`src/rtl/bnn_layer_scheduler.sv`:
```
// Layer sequencer for the shared conv+pool engine: walks the weight banks,
// ping-pongs the feature-map buffers and guards each layer with a timeout.
module bnn_layer_scheduler #(
   parameter int NUM_LAYERS = 3,
   parameter int LAYER_W    = $clog2(NUM_LAYERS) > 0 ? $clog2(NUM_LAYERS) : 1,
   parameter int TIMEOUT    = 4096,
   parameter int CNT_W      = 16
) (
   input  logic               clk,
   input  logic               rst,
   input  logic               start,
   input  logic               abort,
   output logic               eng_data_in_ready,
   input  logic               eng_data_out_ready,
   output logic [LAYER_W-1:0] wbank_sel,
   output logic               buf_rd_sel,
   output logic               buf_wr_en,
   output logic               busy,
   output logic               done,
   output logic               timeout_err,
   output logic [CNT_W-1:0]   layer_cycles
);

   typedef enum logic [2:0] {
      S_IDLE,
      S_ARM,
      S_RUN,
      S_CAP,
      S_ADV,
      S_FIN,
      S_ERR
   } state_t;

   localparam logic [CNT_W-1:0]   CNT_MAX = '1;
   localparam logic [CNT_W-1:0]   TO_LAST = CNT_W'(TIMEOUT - 1);
   localparam logic [LAYER_W-1:0] LAST    = LAYER_W'(NUM_LAYERS - 1);

   state_t           state;
   logic [CNT_W-1:0] cnt;
   logic [CNT_W-1:0] cnt_inc;

   // Saturating increment: a stuck engine must never wrap the count
   assign cnt_inc = (cnt == CNT_MAX) ? cnt : cnt + CNT_W'(1);

   always_ff @(posedge clk or posedge rst) begin
      if (rst) begin
         state             <= S_IDLE;
         cnt               <= '0;
         eng_data_in_ready <= 1'b0;
         wbank_sel         <= '0;
         buf_rd_sel        <= 1'b0;
         buf_wr_en         <= 1'b0;
         busy              <= 1'b0;
         done              <= 1'b0;
         timeout_err       <= 1'b0;
         layer_cycles      <= '0;
      end else begin
         buf_wr_en <= 1'b0;
         done      <= 1'b0;
         if (abort) begin
            state             <= S_IDLE;
            eng_data_in_ready <= 1'b0;
            busy              <= 1'b0;
            wbank_sel         <= '0;
            buf_rd_sel        <= 1'b0;
         end else begin
            unique case (state)
               S_IDLE, S_ERR: begin
                  if (start) begin
                     state       <= S_ARM;
                     busy        <= 1'b1;
                     wbank_sel   <= '0;
                     buf_rd_sel  <= 1'b0;
                     timeout_err <= 1'b0;
                  end
               end
               S_ARM: begin
                  cnt               <= '0;
                  state             <= S_RUN;
                  eng_data_in_ready <= 1'b1;
               end
               S_RUN: begin
                  cnt <= cnt_inc;
                  if (eng_data_out_ready) begin
                     layer_cycles <= cnt_inc;
                     buf_wr_en    <= 1'b1;
                     state        <= S_CAP;
                  end else if (cnt == TO_LAST) begin
                     timeout_err       <= 1'b1;
                     eng_data_in_ready <= 1'b0;
                     busy              <= 1'b0;
                     state             <= S_ERR;
                  end
               end
               S_CAP: begin
                  eng_data_in_ready <= 1'b0;
                  buf_rd_sel        <= ~buf_rd_sel;
                  state             <= S_ADV;
               end
               S_ADV: begin
                  if (wbank_sel == LAST) begin
                     done  <= 1'b1;
                     state <= S_FIN;
                  end else begin
                     wbank_sel <= wbank_sel + LAYER_W'(1);
                     state     <= S_ARM;
                  end
               end
               S_FIN: begin
                  busy  <= 1'b0;
                  state <= S_IDLE;
               end
               default: begin
                  eng_data_in_ready <= 1'b0;
                  busy              <= 1'b0;
                  state             <= S_IDLE;
               end
            endcase
         end
      end
   end

endmodule

```
`config.mk`:
```
export PLATFORM = sky130hd
export DESIGN_NAME = bnn_layer_scheduler
export DESIGN_NICKNAME = d
export VERILOG_FILES = /design/src/rtl/bnn_layer_scheduler.sv
export SDC_FILE = /design/constraint.sdc
export NUM_CORES = 1
export LEC_CHECK = 0
export CAP_MARGIN = 20
export CORE_UTILIZATION = 45
export CTS_CLUSTER_DIAMETER = 40
export CTS_CLUSTER_SIZE = 30
export DETAILED_ROUTE_END_ITERATION = 7
export PLACE_DENSITY = 0.72
export SLEW_MARGIN = 0
export SYNTH_ARGS = -nofsm -noshare
export SYNTH_HDL_FRONTEND = slang
export SYNTH_SLANG_ARGS = --single-unit
```
`constraint.sdc`:
```
create_clock -name clk -period 2.4 [get_ports clk]
set_input_delay 0.24 -clock clk [delete_from_list [all_inputs] [get_ports clk]]
set_output_delay 0.24 -clock clk [all_outputs]
set_load 0.02 [all_outputs]
```
==> reports/qor.txt, run 1 <==
OUTCOME
-----------------------------------------------------------------------------------------------
Run status                                                                         finished clean

ROUTE
-----------------------------------------------------------------------------------------------
Total number of vias                                                                       2085
Vias per Instance                                                                          5.78
Length of the first detailed-routing pass in iterations                                       4
Total Routed Length                                                                     5370 µm
Drc violations                                                                                0
WL/cell                                                                                 14.9 µm
DRC marker count from the first detailed-route iteration                                    132
Final antenna-violating net count                                                             0

YOSYS
-----------------------------------------------------------------------------------------------
Share of the synthesized area in compound gates (AO/OA/AOI/OAI)                           0.217
Number of warnings issued by yosys                                                            0
Fraction of the mapped netlist area in adder cells                                      0.00997
Sequential area share after synthesis                                                     0.429
Gate count after technology mapping                                                         267
Syn avg cell area                                                                      9.41 µm²
Top_reg_cell synth                                                                 sky130_fd_sc_hd__dfrtp_1
Syn nets                                                                                    274
Mux share of post-synthesis cell area                                                    0.0130
Post-synthesis instance area                                                           2510 µm²
Dominant combinational cell family by area after synthesis                         simple AND/OR/NAND/NOR gates
Post-synth ARST share                                                                      1.00
Area fraction in and, or, nand and nor cells after synthesis                              0.232
Yosys cell types                                                                             55
Number of storage elements in the synthesis netlist                                          43
XOR/XNOR Fraction of Synth Area                                                          0.0244
Number of synthesized flops with an enable pin                                                0

STA
-----------------------------------------------------------------------------------------------
Count of final hold-check violations                                                          0
Worst hold-check slack                                                                 0.308 ns
Maximum frequency from static timing analysis                                           497 MHz
Setup skew after layout                                                              0.00652 ns
Worst slew margin relative to its limit                                                   0.446
Final worst-path setup slack                                                           0.388 ns
RSZ-0062 raised after global routing                                                         no
Share of the clock period used by the worst path after layout                             0.838
Slew @ Worst Pin                                                                       0.827 ns
Total negative setup slack                                                                 0 ns
Minimum clock period after layout                                                       2.01 ns
Number of setup violations in the final report                                                0
Number of pins with negative max-slew slack in the final report                               0

GLOBAL ROUTE
-----------------------------------------------------------------------------------------------
Tot GR Track Use                                                                          0.201
Pin count of the biggest net entering global routing                                         23
Antenna violations before repair                                                              0
Overflow after GRT                                                                            0
First-pass GRT wire length                                                              9520 µm
Vias in the first global route                                                             1926

CLOCK NETWORK
-----------------------------------------------------------------------------------------------
Clock input transition at the sequential cells of the worst setup and hold paths        0.08 ns
Cells resized by post-CTS repair                                                              0
Clock tree from TritonCTS                                                                 built
CTS Buf Count                                                                                 5
Max Buffers Root-to-Sink                                                                      2
Number of buffers inserted to repair setup after CTS                                          0
Cts-stage hold buffer count                                                                   0
Insertion delay to the later sink of the worst-skew pair                                0.30 ns
Clock root buffer master                                                           sky130_fd_sc_hd__clkbuf_8
Count of H-tree levels built during CTS                                                       2
Sink count of the clock tree                                                                 43

PWR
-----------------------------------------------------------------------------------------------
Standby leakage power                                                                   1.20 nW
Power per standard cell area                                                         665 nW/µm²
Maximum VDD drop                                                                         482 µV

DIE
-----------------------------------------------------------------------------------------------
Top-Level Pins                                                                               29
Initial Utilization                                                                       0.479
Core area                                                                              5240 µm²
Die Outline Area                                                                       5880 µm²
Die extent in x                                                                         76.7 µm
Die boundary height                                                                     76.7 µm
Number of rows created at floorplan                                                          26

WORST SETUP PATH
-----------------------------------------------------------------------------------------------
Required time of the worst setup path                                                   2.62 ns
Arrival time at the worst endpoint                                                      2.23 ns
Largest fanout of any net on the critical path                                                9
Worst R2R Start                                                                    cnt[0]$_DFFE_PP0P_
Category of the worst setup path capture point                                             flop
Path type of the worst setup path                                                  flop to flop
Critical Path, Cell by Cell                                                        ha_1 -> nand3_2 -> nor4_4 -> buf_4 -> o21ai_0 -> a31oi_1
Crit-path max cell delay                                                                0.49 ns
FF-to-FF End                                                                       cnt[3]$_DFFE_PP0P_
Gate family responsible for the most delay along the worst path                    simple AND/OR/NAND/NOR gates
Buf/Inv on CP                                                                                 1
Worst reg-to-reg setup slack                                                            0.39 ns
Number of cells on the worst reg-to-reg path                                                  6
Element type at the critical path start                                                    flop
CP max-delay cell                                                                  sky130_fd_sc_hd__nor4_4

CELLS AND AREA
-----------------------------------------------------------------------------------------------
N_diodes                                                                                      0
Synth-to-Final Area Change                                                                14.6%
Count of fill cells added during filler insertion                                           490
Share of final-layout standard cells stronger than drive strength 1                      0.0997
Core utilization of the finished layout                                                   0.549
Final net count                                                                             297

PLACE
-----------------------------------------------------------------------------------------------
Dpl ws                                                                                 0.323 ns
Placer congestion estimate                                                                0.811
Number of input and output port buffers inserted                                             28
Sum of net half-perimeters after detailed placement                                     3780 µm

FLOW RUN
-----------------------------------------------------------------------------------------------
Max-cap violations                                                                            0

WORST HOLD PATH
-----------------------------------------------------------------------------------------------
Class of the tightest hold or removal check                                        primary input to async pin

worst reg2reg max path: stages, from the launching register on:
cell and delay [ns]:
sky130_fd_sc_hd__dfrtp_1 0.46, sky130_fd_sc_hd__ha_1 0.29, sky130_fd_sc_hd__nand3_2 0.19, sky130_fd_sc_hd__nor4_4 0.49
sky130_fd_sc_hd__buf_4 0.25, sky130_fd_sc_hd__o21ai_0 0.08, sky130_fd_sc_hd__a31oi_1 0.17
cell usage after synthesis (3+ instances only):
| library cell | instances | area [µm²] |
|---|---|---|
| sky130_fd_sc_hd__dfrtp_1 | 43 | 1080 |
| sky130_fd_sc_hd__nand2_1 | 25 | 93.8 |
| sky130_fd_sc_hd__nor2_1 | 23 | 86.3 |
| sky130_fd_sc_hd__a21oi_1 | 19 | 95.1 |
| sky130_fd_sc_hd__o21ai_0 | 18 | 90.1 |
| sky130_fd_sc_hd__inv_1 | 11 | 41.3 |
| sky130_fd_sc_hd__buf_2 | 10 | 50.1 |
| sky130_fd_sc_hd__a31oi_1 | 9 | 56.3 |
| sky130_fd_sc_hd__nand3_1 | 8 | 40.0 |
| sky130_fd_sc_hd__xnor2_1 | 7 | 61.3 |
| sky130_fd_sc_hd__and4_1 | 5 | 43.8 |
| sky130_fd_sc_hd__nand4_1 | 5 | 31.3 |
| sky130_fd_sc_hd__nor3_1 | 5 | 25.0 |
| sky130_fd_sc_hd__o31ai_1 | 5 | 37.5 |
| sky130_fd_sc_hd__a211oi_1 | 4 | 30.0 |
| sky130_fd_sc_hd__buf_6 | 4 | 45.0 |
| sky130_fd_sc_hd__nor4_1 | 4 | 25.0 |
| sky130_fd_sc_hd__o211ai_1 | 4 | 30.0 |
| sky130_fd_sc_hd__or3_1 | 4 | 25.0 |
| sky130_fd_sc_hd__a21o_1 | 3 | 22.5 |
| sky130_fd_sc_hd__and3_1 | 3 | 18.8 |
| sky130_fd_sc_hd__clkbuf_8 | 3 | 41.3 |
| sky130_fd_sc_hd__nor2b_1 | 3 | 18.8 |
| sky130_fd_sc_hd__o2bb2ai_1 | 3 | 26.3 |
routing by layer:
metal  GRT usage  vias up  routed length [µm]
met4      0.0808        0                  65
met2       0.301       55                2480
met1       0.287      996                2590
met5           0        -                   0
met3      0.0369        5                 230
li1            -     1029                   -
metrics by stage:
step                cell area, µm²  std cells  power (mW)
floorplan                     2510        267        1.25
global placement              2800        353        1.47
detailed placement            2800        353        1.48
CTS                           2880        361        1.94
global route                  2880        361        2.02
finish                        2880        361        1.91
layout by cell type (no fill, tap or decap), types with 3 or more instances in the layout:
cell type                         count
sky130_fd_sc_hd__o2bb2ai_1            3
sky130_fd_sc_hd__a21o_1               3
sky130_fd_sc_hd__buf_4                6
sky130_fd_sc_hd__a31oi_1              9
sky130_fd_sc_hd__nor3_1               5
sky130_fd_sc_hd__nand4_1              5
sky130_fd_sc_hd__a211oi_1             4
sky130_fd_sc_hd__and3_1               3
sky130_fd_sc_hd__nand2_1             25
sky130_fd_sc_hd__a21oi_1             19
sky130_fd_sc_hd__o31ai_1              5
sky130_fd_sc_hd__and4_1               5
sky130_fd_sc_hd__nand3_1              8
sky130_fd_sc_hd__clkdlybuf4s50_1     28
sky130_fd_sc_hd__xnor2_1              7
sky130_fd_sc_hd__nor2_1              23
sky130_fd_sc_hd__o211ai_1             4
sky130_fd_sc_hd__o21ai_0             18
sky130_fd_sc_hd__clkbuf_8             5
sky130_fd_sc_hd__nor2b_1              3
sky130_fd_sc_hd__or3_1                4
sky130_fd_sc_hd__inv_1               10
sky130_fd_sc_hd__dfrtp_1             43
sky130_fd_sc_hd__nor4_1               4
worst max path at each step:
stage | endpoint | start | slack, ns | cells past startpoint
after floorplan | layer_cycles[2]$_DFFE_PP0P_ | cnt[0]$_DFFE_PP0P_ | 0.72 | 6
after global placement | cnt[1]$_DFFE_PP0P_ | abort | 0.29 | 5
after detailed placement | cnt[1]$_DFFE_PP0P_ | abort | 0.32 | 5
after CTS | cnt[2]$_DFFE_PP0P_ | cnt[0]$_DFFE_PP0P_ | 0.38 | 6
after global routing | layer_cycles[9]$_DFFE_PP0P_ | state[1]$_DFFE_PP0P_ | 0.17 | 5
final | cnt[3]$_DFFE_PP0P_ | cnt[0]$_DFFE_PP0P_ | 0.39 | 6
sequential cells by signal, summed over array words and instances, names as in the netlist:
register           count
done                   1
eng_data_in_ready      1
layer_cycles          16
busy                   1
timeout_err            1
state                  3
buf_rd_sel             1
wbank_sel              2
buf_wr_en              1
cnt                   16
logic make-up after synthesis:
group | count (synthesis)
buffers and inverters | 30
adder cells (fa/ha/maj) | 2
AND/OR/NAND/NOR | 100
XOR/XNOR | 7
AO/OA/AOI/OAI | 82
multiplexers | 3
flip-flops | 43
power breakdown:
group	internal (mW)	total (mW)	leakage (nW)	switching, mW
clock network	0.204	0.449	0.0422	0.245
logic	0.251	0.523	0.578	0.272
registers	0.832	0.942	0.580	0.109
total	1.29	1.91	1.20	0.626
layout make-up:
| class | instances | area, µm² | area share |
|---|---|---|---|
| Inverter | 11 | 41.3 | 0.0143 |
| Timing Repair Buffer | 35 | 345 | 0.120 |
| Multi-Input combinational cell | 194 | 1250 | 0.433 |
| Tap cell | 70 | 87.6 | 0.0304 |
| Clock buffer | 7 | 76.3 | 0.0265 |
| Clock inverter | 1 | 5.00 | 0.00174 |
| Sequential cell | 43 | 1080 | 0.374 |
Note: power is estimated with default switching activity, not from simulation.
==> inputs of run 2 (changes only) <==
Clock period 2.4 ns to 2.05 ns, I/O delays scaled along.
==> reports/qor.txt, run 2 (synthesized netlist as in run 1, its figures left out) <==
PWR
-----------------------------------------------------------------------------------------------
Maximum VDD drop                                                                         457 µV   -5.2%
Power per standard cell area                                                         788 nW/µm²   +18%
Standby leakage power                                                                   1.24 nW   +3.6%

STA
-----------------------------------------------------------------------------------------------
Number of pins with negative max-slew slack in the final report                               0   unchanged
Count of final hold-check violations                                                          0   unchanged
Minimum clock period after layout                                                       1.96 ns   -0.0542 ns
Worst slew margin relative to its limit                                                   0.640   +0.195
RSZ-0062 raised after global routing                                                         no
Final worst-path setup slack                                                          0.0923 ns   -0.296 ns
Number of setup violations in the final report                                                0   unchanged
Slew @ Worst Pin                                                                       0.539 ns   -0.287 ns
Share of the clock period used by the worst path after layout                             0.955   +0.117
Total negative setup slack                                                                 0 ns   unchanged
Maximum frequency from static timing analysis                                           511 MHz   +2.8%
Setup skew after layout                                                              0.00516 ns   -0.00135 ns

DIE
-----------------------------------------------------------------------------------------------
Die extent in x                                                                         76.7 µm   unchanged
Core area                                                                              5240 µm²   unchanged
Die Outline Area                                                                       5880 µm²   unchanged
Number of rows created at floorplan                                                          26   unchanged
Initial Utilization                                                                       0.479   unchanged
Top-Level Pins                                                                               29   unchanged
Die boundary height                                                                     76.7 µm   unchanged

WORST SETUP PATH
-----------------------------------------------------------------------------------------------
Crit-path max cell delay                                                                0.46 ns   -0.03 ns
Element type at the critical path start                                                    flop
Number of cells on the worst reg-to-reg path                                                  6   unchanged
Category of the worst setup path capture point                                             flop
Worst R2R Start                                                                    cnt[0]$_DFFE_PP0P_
Start point of the critical path                                                   cnt[0]$_DFFE_PP0P_
CP max-delay cell                                                                  sky130_fd_sc_hd__dfrtp_1
FF-to-FF End                                                                       layer_cycles[2]$_DFFE_PP0P_
Largest fanout of any net on the critical path                                               13   +4
Critical Path, Cell by Cell                                                        ha_2 -> nand3_2 -> nor4_4 -> buf_4 -> nor2_2 -> o31ai_2
Path type of the worst setup path                                                  flop to flop
Worst reg-to-reg setup slack                                                            0.09 ns   -0.30 ns
Arrival time at the worst endpoint                                                      2.15 ns   -0.08 ns
Required time of the worst setup path                                                   2.25 ns   -0.37 ns

ROUTE
-----------------------------------------------------------------------------------------------
Drc violations                                                                                0   unchanged
Total number of vias                                                                       2123   +1.8%
DRC marker count from the first detailed-route iteration                                    220   +67%
Total Routed Length                                                                     5630 µm   +4.9%
WL/cell                                                                                 15.3 µm   +2.6%
Length of the first detailed-routing pass in iterations                                       5   +1
Final antenna-violating net count                                                             0   unchanged
Vias per Instance                                                                          5.75   -0.38%

CELLS AND AREA
-----------------------------------------------------------------------------------------------
Synth-to-Final Area Change                                                                17.6%
Share of final-layout standard cells stronger than drive strength 1                       0.134   +0.0341
Final net count                                                                             305   +2.7%
Commonest non-fill, non-tap cell in the layout                                     sky130_fd_sc_hd__dfrtp_1
Commonest cells after routing, fill and taps aside                                 sky130_fd_sc_hd__dfrtp_1 (43), sky130_fd_sc_hd__clkdlybuf4s50_1 (28), sky130_fd_sc_hd__nand2_1 (25)
Largest registers                                                                  cnt (16), layer_cycles (16), state (3)
N_diodes                                                                                      0   unchanged

GLOBAL ROUTE
-----------------------------------------------------------------------------------------------
Tot GR Track Use                                                                          0.211   +0.00978
First-pass GRT wire length                                                              9770 µm   +2.6%
Antenna violations before repair                                                              0   unchanged
Pin count of the biggest net entering global routing                                         44   +91%
Vias in the first global route                                                             1961   +1.8%
Overflow after GRT                                                                            0   unchanged

PLACE
-----------------------------------------------------------------------------------------------
Number of input and output port buffers inserted                                             28   unchanged
Placer congestion estimate                                                                0.851   +4.9%
Sum of net half-perimeters after detailed placement                                     3950 µm   +4.7%
Dpl ws                                                                                0.0539 ns   -0.269 ns

CLOCK NETWORK
-----------------------------------------------------------------------------------------------
CTS Buf Count                                                                                 5   unchanged
Count of H-tree levels built during CTS                                                       2   unchanged
Cells resized by post-CTS repair                                                              0   unchanged
Sink count of the clock tree                                                                 43   unchanged
Number of buffers inserted to repair setup after CTS                                          0   unchanged
Clock root buffer master                                                           sky130_fd_sc_hd__clkbuf_8
Cts-stage hold buffer count                                                                   0   unchanged
Insertion delay to the later sink of the worst-skew pair                                0.30 ns   about the same
Clock tree from TritonCTS                                                                 built
Max Buffers Root-to-Sink                                                                      2   unchanged
Clock input transition at the sequential cells of the worst setup and hold paths        0.08 ns   about the same

FLOW RUN
-----------------------------------------------------------------------------------------------
Max-cap violations                                                                            0   unchanged

WORST HOLD PATH
-----------------------------------------------------------------------------------------------
Class of the tightest hold or removal check                                        primary input to async pin

OUTCOME
-----------------------------------------------------------------------------------------------
Run status                                                                         finished clean

-- run 2: power by group --
group | internal (mW) | leakage (nW) | switching, mW
clock network | 0.308 | 0.0515 | 0.286
logic | 0.301 | 0.612 | 0.334
registers | 0.975 | 0.580 | 0.123
-- run 2: cell type report --
type | instances | area [µm²]
fill | 471 | 2280
tap | 70 | 87.6
clock buffer | 8 | 100
sequential | 43 | 1080
inverter | 11 | 41.3
multi-input combinational | 194 | 1250
timing repair buffer | 43 | 393
-- run 2: worst max-delay path: cells and delay by family, from the launching register on --
| kind | cells | cell delay (ns) |
|---|---|---|
| simple gates | 3 | 0.61 |
| flops | 1 | 0.46 |
| fa+ha+maj | 1 | 0.27 |
| buf+inv | 1 | 0.26 |
| compound gates | 1 | 0.26 |
-- run 2: worst max path at each step --
stage	to	slack [ns]	cells past startpoint
5_1_grt	cnt[3]$_DFFE_PP0P_	0.008	6
3_3_place_gp	cnt[5]$_DFFE_PP0P_	0.16	6
4_1_cts	layer_cycles[2]$_DFFE_PP0P_	0.11	6
2_1_floorplan	layer_cycles[2]$_DFFE_PP0P_	0.37	6
6_report	layer_cycles[2]$_DFFE_PP0P_	0.09	6
3_5_place_dp	cnt[5]$_DFFE_PP0P_	0.05	6
-- run 2: per-stage QoR --
stage	std cells	total power, mW	hold slack [ns]	area [µm²]	utilization
floorplan	267	1.47	0.348	2510	-
global placement	361	1.74	0.461	2840	0.543
detailed placement	361	1.74	0.466	2840	0.543
CTS	369	2.34	0.371	2940	0.562
global route	369	2.47	0.416	2950	0.564
finish	369	2.33	0.347	2950	0.564
-- run 2: routing by layer --
layer / GRT usage / part of all wire / wire, µm
met1: 0.318 / 0.51 / 2870
met2: 0.296 / 0.43 / 2440
met3: 0.0429 / 0.044 / 246
met4: 0.0788 / 0.014 / 78
met5: 0 / 0 / 0
==> inputs of run 3 (changes only) <==
Settings changed: PLACE_DENSITY 0.72 to 0.75.
==> reports/qor.txt, run 3 (synthesized netlist as in run 1, its figures left out) <==
OUTCOME
-----------------------------------------------------------------------------------------------
Run status                                                                         finished clean

GLOBAL ROUTE
-----------------------------------------------------------------------------------------------
First-pass GRT wire length                                                              9670 µm   -0.99%
Pin count of the biggest net entering global routing                                         44   unchanged
Tot GR Track Use                                                                          0.205   -0.00654
Antenna violations before repair                                                              0   unchanged
Vias in the first global route                                                             2004   +2.2%
Overflow after GRT                                                                            0   unchanged

STA
-----------------------------------------------------------------------------------------------
Maximum frequency from static timing analysis                                           539 MHz   +5.5%
Number of pins with negative max-slew slack in the final report                               0   unchanged
Minimum clock period after layout                                                       1.86 ns   -0.102 ns
Worst slew margin relative to its limit                                                   0.631   -0.00945
Final worst-path setup slack                                                           0.194 ns   +0.102 ns
Setup skew after layout                                                              0.00485 ns   -0.000315 ns
Slew @ Worst Pin                                                                       0.554 ns   +0.0142 ns
Share of the clock period used by the worst path after layout                             0.905   -0.0495
RSZ-0062 raised after global routing                                                         no
Count of final hold-check violations                                                          0   unchanged
Number of setup violations in the final report                                                0   unchanged
Total negative setup slack                                                                 0 ns   unchanged

WORST SETUP PATH
-----------------------------------------------------------------------------------------------
Path type of the worst setup path                                                  flop to flop
Element type at the critical path start                                                    flop
Gate family responsible for the most delay along the worst path                    simple AND/OR/NAND/NOR gates
FF-to-FF End                                                                       cnt[3]$_DFFE_PP0P_
Number of cells on the worst reg-to-reg path                                                  6   unchanged
Worst R2R Start                                                                    cnt[0]$_DFFE_PP0P_
Worst reg-to-reg setup slack                                                            0.19 ns   +0.10 ns
CP max-delay cell                                                                  sky130_fd_sc_hd__dfrtp_1
Required time of the worst setup path                                                   2.26 ns   about the same
Buf/Inv on CP                                                                                 1   unchanged
Largest fanout of any net on the critical path                                                9   -4
Category of the worst setup path capture point                                             flop
Critical Path, Cell by Cell                                                        ha_1 -> nand3_2 -> nor4_4 -> buf_4 -> o21ai_0 -> a31oi_1
Arrival time at the worst endpoint                                                      2.06 ns   -0.09 ns
Crit-path max cell delay                                                                0.46 ns   about the same

PLACE
-----------------------------------------------------------------------------------------------
Number of input and output port buffers inserted                                             28   unchanged
Sum of net half-perimeters after detailed placement                                     3900 µm   -1.3%
Placer congestion estimate                                                                0.868   +2.0%
Dpl ws                                                                                 0.122 ns   +0.0680 ns

DIE
-----------------------------------------------------------------------------------------------
Die extent in x                                                                         76.7 µm   unchanged
Number of rows created at floorplan                                                          26   unchanged
Top-Level Pins                                                                               29   unchanged
Die boundary height                                                                     76.7 µm   unchanged
Initial Utilization                                                                       0.479   unchanged
Die Outline Area                                                                       5880 µm²   unchanged
Core area                                                                              5240 µm²   unchanged

CLOCK NETWORK
-----------------------------------------------------------------------------------------------
Clock tree from TritonCTS                                                                 built
Count of H-tree levels built during CTS                                                       2   unchanged
Max Buffers Root-to-Sink                                                                      2   unchanged
Clock input transition at the sequential cells of the worst setup and hold paths        0.08 ns   about the same
Number of buffers inserted to repair setup after CTS                                          0   unchanged
CTS Buf Count                                                                                 5   unchanged
Sink count of the clock tree                                                                 43   unchanged
Insertion delay to the later sink of the worst-skew pair                                0.29 ns   about the same
Cells resized by post-CTS repair                                                              0   unchanged
Clock root buffer master                                                           sky130_fd_sc_hd__clkbuf_8
Cts-stage hold buffer count                                                                   0   unchanged

CELLS AND AREA
-----------------------------------------------------------------------------------------------
Synth-to-Final Area Change                                                                16.8%
Share of final-layout standard cells stronger than drive strength 1                       0.127   -0.00711
Commonest cells after routing, fill and taps aside                                 sky130_fd_sc_hd__dfrtp_1 (43), sky130_fd_sc_hd__clkdlybuf4s50_1 (28), sky130_fd_sc_hd__nand2_1 (25)
Core utilization of the finished layout                                                   0.560   -0.00382
Final net count                                                                             306   +0.33%
Largest registers                                                                  cnt (16), layer_cycles (16), state (3)
Commonest non-fill, non-tap cell in the layout                                     sky130_fd_sc_hd__dfrtp_1
Count of fill cells added during filler insertion                                           483   +2.5%
N_diodes                                                                                      0   unchanged

ROUTE
-----------------------------------------------------------------------------------------------
Total Routed Length                                                                     5580 µm   -0.85%
Drc violations                                                                                0   unchanged
Length of the first detailed-routing pass in iterations                                       4   -1
Final antenna-violating net count                                                             0   unchanged
DRC marker count from the first detailed-route iteration                                    178   -19%
WL/cell                                                                                 15.1 µm   -1.1%
Vias per Instance                                                                          5.83   +1.3%
Total number of vias                                                                       2157   +1.6%

PWR
-----------------------------------------------------------------------------------------------
Maximum VDD drop                                                                         648 µV   +42%
Power per standard cell area                                                         764 nW/µm²   -3.0%
Standby leakage power                                                                   1.24 nW   -0.17%

WORST HOLD PATH
-----------------------------------------------------------------------------------------------
Class of the tightest hold or removal check                                        primary input to async pin

FLOW RUN
-----------------------------------------------------------------------------------------------
Max-cap violations                                                                            0   unchanged

run 3: metrics by stage:
stage          hold slack [ns]  instances  power [mW]  instance area [µm²]
4_1_cts                  0.371        370        2.26                 2930
6_report                 0.347        370        2.24                 2930
3_5_place_dp             0.467        362        1.74                 2850
2_1_floorplan            0.348        267        1.47                 2510
3_3_place_gp             0.459        362        1.74                 2850
5_1_grt                  0.429        370        2.38                 2930
run 3: worst max path at each step:
| stage | startpoint | endpoint | slack, ns | cells after the start |
|---|---|---|---|---|
| finish | cnt[0]$_DFFE_PP0P_ | cnt[3]$_DFFE_PP0P_ | 0.19 | 6 |
| global route | cnt[0]$_DFFE_PP0P_ | layer_cycles[8]$_DFFE_PP0P_ | 0.01 | 6 |
| CTS | cnt[0]$_DFFE_PP0P_ | cnt[14]$_DFFE_PP0P_ | 0.20 | 5 |
| detailed placement | abort | layer_cycles[13]$_DFFE_PP0P_ | 0.12 | 7 |
| global placement | abort | cnt[5]$_DFFE_PP0P_ | 0.18 | 5 |
| floorplan | cnt[0]$_DFFE_PP0P_ | layer_cycles[2]$_DFFE_PP0P_ | 0.37 | 6 |
run 3: tightest hold or removal path: cells and delay by family:
family / cells / cell delay, ns
buffers and inverters: 3 / 0.89
run 3: power breakdown:
part	switching [mW]	internal, mW	leakage [nW]
clock network	0.273	0.239	0.0422
logic	0.327	0.295	0.619
registers	0.133	0.975	0.580
run 3: area by class of cell:
type / instances / area (µm²) / share of cell area
timing repair buffer: 44 / 400 / 0.137
clock inverter: 1 / 5.00 / 0.00171
tap: 70 / 87.6 / 0.0299
multi-input combinational: 194 / 1250 / 0.425
inverter: 11 / 41.3 / 0.0141
sequential: 43 / 1080 / 0.367
clock buffer: 7 / 76.3 / 0.0260
run 3: layer usage:
layer,vias up,part of all wire,wire length [µm],track usage
met5,-,0,0,0
met4,0,0.0086,48,0.0500
met3,6,0.048,267,0.0440
met2,53,0.46,2560,0.313
met1,1049,0.49,2710,0.294
li1,1049,-,-,-
